==> config.mk <==
export PLATFORM = sky130hd
export DESIGN_NAME = modbus_rtu_gap_buffer
export DESIGN_NICKNAME = d
export VERILOG_FILES = /design/src/rtl/modbus_rtu_pkg.sv /design/src/rtl/modbus_rtu_gap_buffer_gap_timer.sv /design/src/rtl/modbus_rtu_gap_buffer.sv
export SDC_FILE = /design/constraint.sdc
export NUM_CORES = 1
export LEC_CHECK = 0
export BUFFER_PORTS_ARGS = -buffer_cell sky130_fd_sc_hd__clkbuf_2
export CORE_ASPECT_RATIO = 0.8
export CORE_MARGIN = 3
export CORE_UTILIZATION = 57
export DETAILED_ROUTE_END_ITERATION = 12
export HOLD_SLACK_MARGIN = 0.1
export PLACE_DENSITY_LB_ADDON = 0.15
export SYNTH_ARGS = -nofsm -noshare
export SYNTH_HDL_FRONTEND = slang
export SYNTH_SLANG_ARGS = --single-unit
==> constraint.sdc <==
create_clock -name clk -period 1.85 [get_ports clk]
set_input_delay 0.37 -clock clk [delete_from_list [all_inputs] [get_ports clk]]
set_output_delay 0.37 -clock clk [all_outputs]
set_load 0.01 [all_outputs]
==> src/rtl/modbus_rtu_pkg.sv <==
// Shared constants for the Modbus RTU receive path.
// CHAR_BITS is one RTU character (start + 8 data + parity/stop + stop).
// t15_cnt / t35_cnt turn a clock/baud pair into the 1.5 and 3.5
// character silence lengths, in clock cycles.
package modbus_rtu_pkg;

  localparam int CHAR_BITS = 11;

  function automatic int bit_cnt(input int clk_freq, input int baud_rate);
    return clk_freq / baud_rate;
  endfunction

  // 1.5 chars = 33/2 bits; multiply before halving to keep the half bit.
  function automatic int t15_cnt(input int clk_freq, input int baud_rate);
    return bit_cnt(clk_freq, baud_rate) * (3 * CHAR_BITS) / 2;
  endfunction

  // 3.5 chars = 77/2 bits.
  function automatic int t35_cnt(input int clk_freq, input int baud_rate);
    return bit_cnt(clk_freq, baud_rate) * (7 * CHAR_BITS) / 2;
  endfunction

endpackage

==> src/rtl/modbus_rtu_gap_buffer_gap_timer.sv <==
// gap_timer: one-shot silence detector.
// Ports:
//   clk, rst_n - clock, async active-low reset
//   rx_done    - end-of-byte pulse; arms the timer and restarts the count
//   rx_state   - byte in progress; disarms the timer
//   gap_pulse  - registered one-cycle pulse GAP_CNT cycles after rx_done
// GAP_CNT must be at least 2.
module gap_timer #(
  parameter int GAP_CNT = 7161
) (
  input  logic clk,
  input  logic rst_n,
  input  logic rx_done,
  input  logic rx_state,
  output logic gap_pulse
);

  localparam int CW = (GAP_CNT > 2) ? $clog2(GAP_CNT) : 1;

  logic          armed;
  logic [CW-1:0] cnt;

  // rx_done high in cycle 0 puts cnt=0 in cycle 1, so cnt is k-1 in cycle k.
  // The increment that would land on GAP_CNT-1 happens at the end of cycle
  // GAP_CNT-1, which is exactly when the registered pulse must be loaded.
  always_ff @(posedge clk or negedge rst_n) begin
    if (!rst_n) begin
      armed     <= 1'b0;
      cnt       <= '0;
      gap_pulse <= 1'b0;
    end else begin
      gap_pulse <= 1'b0;
      if (rx_done) begin
        armed <= 1'b1;
        cnt   <= '0;
      end else if (rx_state) begin
        armed <= 1'b0;
        cnt   <= '0;
      end else if (armed) begin
        if (cnt == CW'(GAP_CNT - 2)) begin
          gap_pulse <= 1'b1;
          armed     <= 1'b0;
          cnt       <= '0;
        end else begin
          cnt <= cnt + 1'b1;
        end
      end
    end
  end

endmodule

==> src/rtl/modbus_rtu_gap_buffer.sv <==
// modbus_rtu_gap_buffer: RTU receive gap detection plus the dual-port word
// RAM between the function handler (port A) and response builder (port B).
// Ports:
//   clk, rst_n                  - clock, async active-low reset
//   rx_done, rx_state           - byte receiver handshake
//   rx_new_frame                - pulse after 3.5 char times of silence
//   rx_drop_frame               - pulse after 1.5 char times of silence
//   ena/wea/addra/dia -> doa    - RAM port A (read-first, 1-cycle read)
//   enb/web/addrb/dib -> dob    - RAM port B (read-first, 1-cycle read)
module modbus_rtu_gap_buffer
  import modbus_rtu_pkg::*;
#(
  parameter int CLK_FREQ  = 50000000,
  parameter int BAUD_RATE = 115200,
  parameter int A_WIDTH   = 4,
  parameter int D_WIDTH   = 16
) (
  input  logic               clk,
  input  logic               rst_n,
  input  logic               rx_done,
  input  logic               rx_state,
  output logic               rx_new_frame,
  output logic               rx_drop_frame,
  input  logic               ena,
  input  logic               wea,
  input  logic [A_WIDTH-1:0] addra,
  input  logic [D_WIDTH-1:0] dia,
  output logic [D_WIDTH-1:0] doa,
  input  logic               enb,
  input  logic               web,
  input  logic [A_WIDTH-1:0] addrb,
  input  logic [D_WIDTH-1:0] dib,
  output logic [D_WIDTH-1:0] dob
);

  localparam int T15 = t15_cnt(CLK_FREQ, BAUD_RATE);
  localparam int T35 = t35_cnt(CLK_FREQ, BAUD_RATE);

  gap_timer #(.GAP_CNT(T15)) u_t15 (
    .clk       (clk),
    .rst_n     (rst_n),
    .rx_done   (rx_done),
    .rx_state  (rx_state),
    .gap_pulse (rx_drop_frame)
  );

  gap_timer #(.GAP_CNT(T35)) u_t35 (
    .clk       (clk),
    .rst_n     (rst_n),
    .rx_done   (rx_done),
    .rx_state  (rx_state),
    .gap_pulse (rx_new_frame)
  );

  logic [D_WIDTH-1:0] mem [2**A_WIDTH];

  // Single write process so a same-address collision is deterministic:
  // port A's assignment comes last and therefore wins.
  always_ff @(posedge clk) begin
    if (enb && web) mem[addrb] <= dib;
    if (ena && wea) mem[addra] <= dia;
  end

  // Read registers sample the pre-write array, giving read-first behaviour
  // on both the own-port and cross-port same-cycle write.
  always_ff @(posedge clk or negedge rst_n) begin
    if (!rst_n)   doa <= '0;
    else if (ena) doa <= mem[addra];
  end

  always_ff @(posedge clk or negedge rst_n) begin
    if (!rst_n)   dob <= '0;
    else if (enb) dob <= mem[addrb];
  end

endmodule

==> reports/qor.txt <==
Outcome: complete, no violations
CP Depth: 5
Design area: 22600 um^2
Mapped Area: 18400 um^2
Top-area cell type share of the netlist area: 0.418
DR iter-0 viols: 1615
First-pass GRT wire length: 90600 um
EDFF count, synth: 256
Top achievable clock speed: 561 MHz
Clock-pin slew on the worst setup and hold paths: 0.06 ns
Max Cap Violations: 0
Endpoints failing hold: 0
Warnings, synthesis: 0
Area delta synth->final: 23.1%
Most used routing layer: met2
Max stage delay on crit path: 0.48 ns
Final setup violation count: 0
Fin cells: 2000
Tot GR Track Use: 0.356
CTS Sinks: 320
Ys flop type: edfxtp_1
Placed cell count: 1931
CTS Buf Count: 35
Ports: 82
Core Rows: 58
Overall die height: 167 um
Fin Clk Skew: 0.0190 ns
Fin crit share: 0.963
Leakage: 8.57 nW
Drt via density: 6.92
Clock Tree Buf Depth: 3
Post-Syn Nets: 1399
Core Area: 31600 um^2
Met3 usage: 0.100
Worst path slowest cell: or4b_4
First-pass iteration count of the detailed router: 7
Post-Syn Instances: 1349
Tmin final: 1.78 ns
Nets: 1604
Post-synthesis sequential area ratio: 0.505
Crit-path max FO: 4
Met1 Use GR: 0.508
GP Congestion: 0.954
Total wire length: 60900 um
Die area: 34500 um^2
Synth cell types: 69
WP data required: 2.26 ns
Root buf cell: clkbuf_16
Cell Chain, Critical Path: ha_4 -> and4_1 -> or4b_4 -> a31o_1 -> a22o_1
RSZ-0062 raised after global routing: false
CTS tree: built
CP bufs+invs: 0
Area contributors post-synth: edfxtp_1 42%, mux2_2 15%, dfrtp_1 8.7%
Critical path class: flop to flop
Slew Limit Fails: 0
Worst setup EP type: flop
Avg Cell Area, Syn: 13.6 um^2
Slew Limit Headroom: 0.460
Grt met2 use: 0.527
WL/cell: 30.4 um
Worst Hold Path Cells: 2
Total negative slack: 0 ns
H-tree depth: 2
Fillers: 2095
Layout cells sized above 1: 0.457
Largest net degree at the start of global routing: 30
Post-DP HPWL: 41800 um
Hold Path Class: input pin to flop
Top cell type by total area after synthesis: edfxtp_1
Via Count: 13800
Reg2Reg Depth: 5
ANT nets after route: 0
Port Buffers: 81
DP Area: 21400 um^2
Register bit total from synthesis: 320
Starting Density: 0.582
Startpoint Class: flop
Power Dens Cells: 786 nW/um^2
Tightest Pin Transition: 0.807 ns
Worst-Skew Late Latency: 0.54 ns
WP data arrival: 2.19 ns
Antenna violations before repair: 4
VDD IR-drop max: 748 uV
GR Overflow Total: 0
CP delay by family, top: simple AND/OR/NAND/NOR gates
Vias in the first global route: 13800
Die W: 207 um
Asr flop ratio synth: 0.200
# DRC: 0
report_power, final:
group          total [mW]  leakage, nW  switching [mW]  internal (mW)
logic                2.41         4.90            1.30           1.11
clock network        7.18        0.559            3.01           4.16
registers            8.20         3.12           0.163           8.03
total                17.8         8.57            4.47           13.3
through the flow:
step / util / worst slack (ns) / total power [mW] / hold slack, ns
after floorplan: - / -0.146 / 9.71 / 0.0744
after global routing: 0.717 / 0.00169 / 18.2 / 0.115
final: 0.717 / 0.0676 / 17.8 / 0.117
after detailed placement: 0.678 / -0.358 / 10.7 / 0.308
after global placement: 0.678 / -0.374 / 10.6 / 0.305
after CTS: 0.715 / 0.00985 / 17.7 / 0.102
layer usage:
metal / up-vias / wire (um)
met5: - / 34
met4: 6 / 2540
met3: 176 / 7030
met2: 885 / 26900
met1: 6989 / 24300
li1: 5779 / -
flip-flops by register name (all words and copies together) (netlist names):
name             cells
u_t35.armed          1
doa                 16
u_t35.cnt           15
u_t15.gap_pulse      1
dob                 16
u_t35.gap_pulse      1
u_t15.cnt           13
u_t15.armed          1
mem                256
cell usage in the layout, fill, tap and decap left out, types with 9 or more instances in the layout:
| cell | Yosys | final |
|---|---|---|
| a22o_1 | 14 | 14 |
| a31oi_1 | 45 | 45 |
| buf_12 | 1 | 51 |
| buf_4 | 22 | 170 |
| clkbuf_16 | 0 | 35 |
| clkbuf_2 | 0 | 76 |
| dfrtp_1 | 64 | 64 |
| edfxtp_1 | 256 | 256 |
| mux2_2 | 247 | 180 |
| mux2_4 | 9 | 76 |
| mux2i_1 | 152 | 152 |
| mux4_2 | 52 | 52 |
| nand2_1 | 25 | 24 |
| nand3_1 | 42 | 41 |
| nor2_1 | 57 | 57 |
| nor2b_1 | 15 | 15 |
| o21ai_0 | 16 | 11 |
| o221ai_1 | 10 | 10 |
| o22ai_1 | 54 | 45 |
| o22ai_4 | 0 | 9 |
| o32a_1 | 10 | 10 |
path summary, 6_finish.rpt:
check	end	slack (ns)	startpoint
max in group asynchronous	doa[5]	0.97	rst_n
setup reg to reg	u_t35.cnt[14]	0.07	u_t35.cnt[0]
setup / recovery	u_t35.cnt[14]	0.07	u_t35.cnt[0]
min in group asynchronous	doa[8]	0.30	rst_n
hold / removal	u_t35.armed	0.12	rx_done
hold reg to reg	u_t15.cnt[6]	0.51	u_t15.cnt[6]
Yosys cell counts, types with 5 or more instances:
| cell | instances |
|---|---|
| mux2_4 | 9 |
| a22o_1 | 14 |
| o221ai_1 | 10 |
| a31oi_1 | 45 |
| o22ai_1 | 54 |
| nand2b_1 | 6 |
| nor2_1 | 57 |
| o21ai_0 | 16 |
| inv_1 | 7 |
| dfrtp_1 | 64 |
| a41oi_1 | 6 |
| nand4_1 | 8 |
| o32a_1 | 10 |
| or3b_2 | 5 |
| nand3_1 | 42 |
| and3_1 | 6 |
| buf_6 | 10 |
| nor2b_1 | 15 |
| nand3b_1 | 5 |
| a21boi_0 | 6 |
| and2_1 | 5 |
| nand2_1 | 25 |
| clkbuf_1 | 66 |
| mux4_2 | 52 |
| mux2i_1 | 152 |
| nor2_2 | 9 |
| o211ai_1 | 8 |
| buf_4 | 22 |
| a221oi_1 | 8 |
| buf_2 | 27 |
| and4_1 | 6 |
| buf_1 | 7 |
| a2bb2oi_1 | 8 |
| edfxtp_1 | 256 |
| mux2_2 | 247 |
final cells by class:
type / instances / area, um^2 / area share
diodes: 1 / 2.50 / 0.000111
clock buffers: 42 / 932 / 0.0412
clock inverters: 20 / 210 / 0.00929
inverters: 7 / 26.3 / 0.00116
multi-input cells: 889 / 8930 / 0.395
flip-flops and latches: 320 / 9290 / 0.411
well taps: 420 / 526 / 0.0232
repair buffers: 301 / 2710 / 0.120
timing repair:
item                                    in CTS  in global routing
buffers inserted                             3                  2
hold buffers                                 1                  0
pin swaps                                    1                  3
hold endpoints to repair                    43                  0
gates resized for setup                      0                  5
endpoints found under the setup margin      12                 23
kinds of logic after synthesis:
family	count (synthesis)	share of synthesized area
AO/OA/AOI/OAI	203	0.0791
buffers and inverters	140	0.0399
adder cells (fa/ha/maj)	2	0.00136
multiplexers	460	0.305
XOR/XNOR	1	0.000477
AND/OR/NAND/NOR	223	0.0686
flip-flops	320	0.505
No activity file was read; power rests on OpenSTA's default activity.
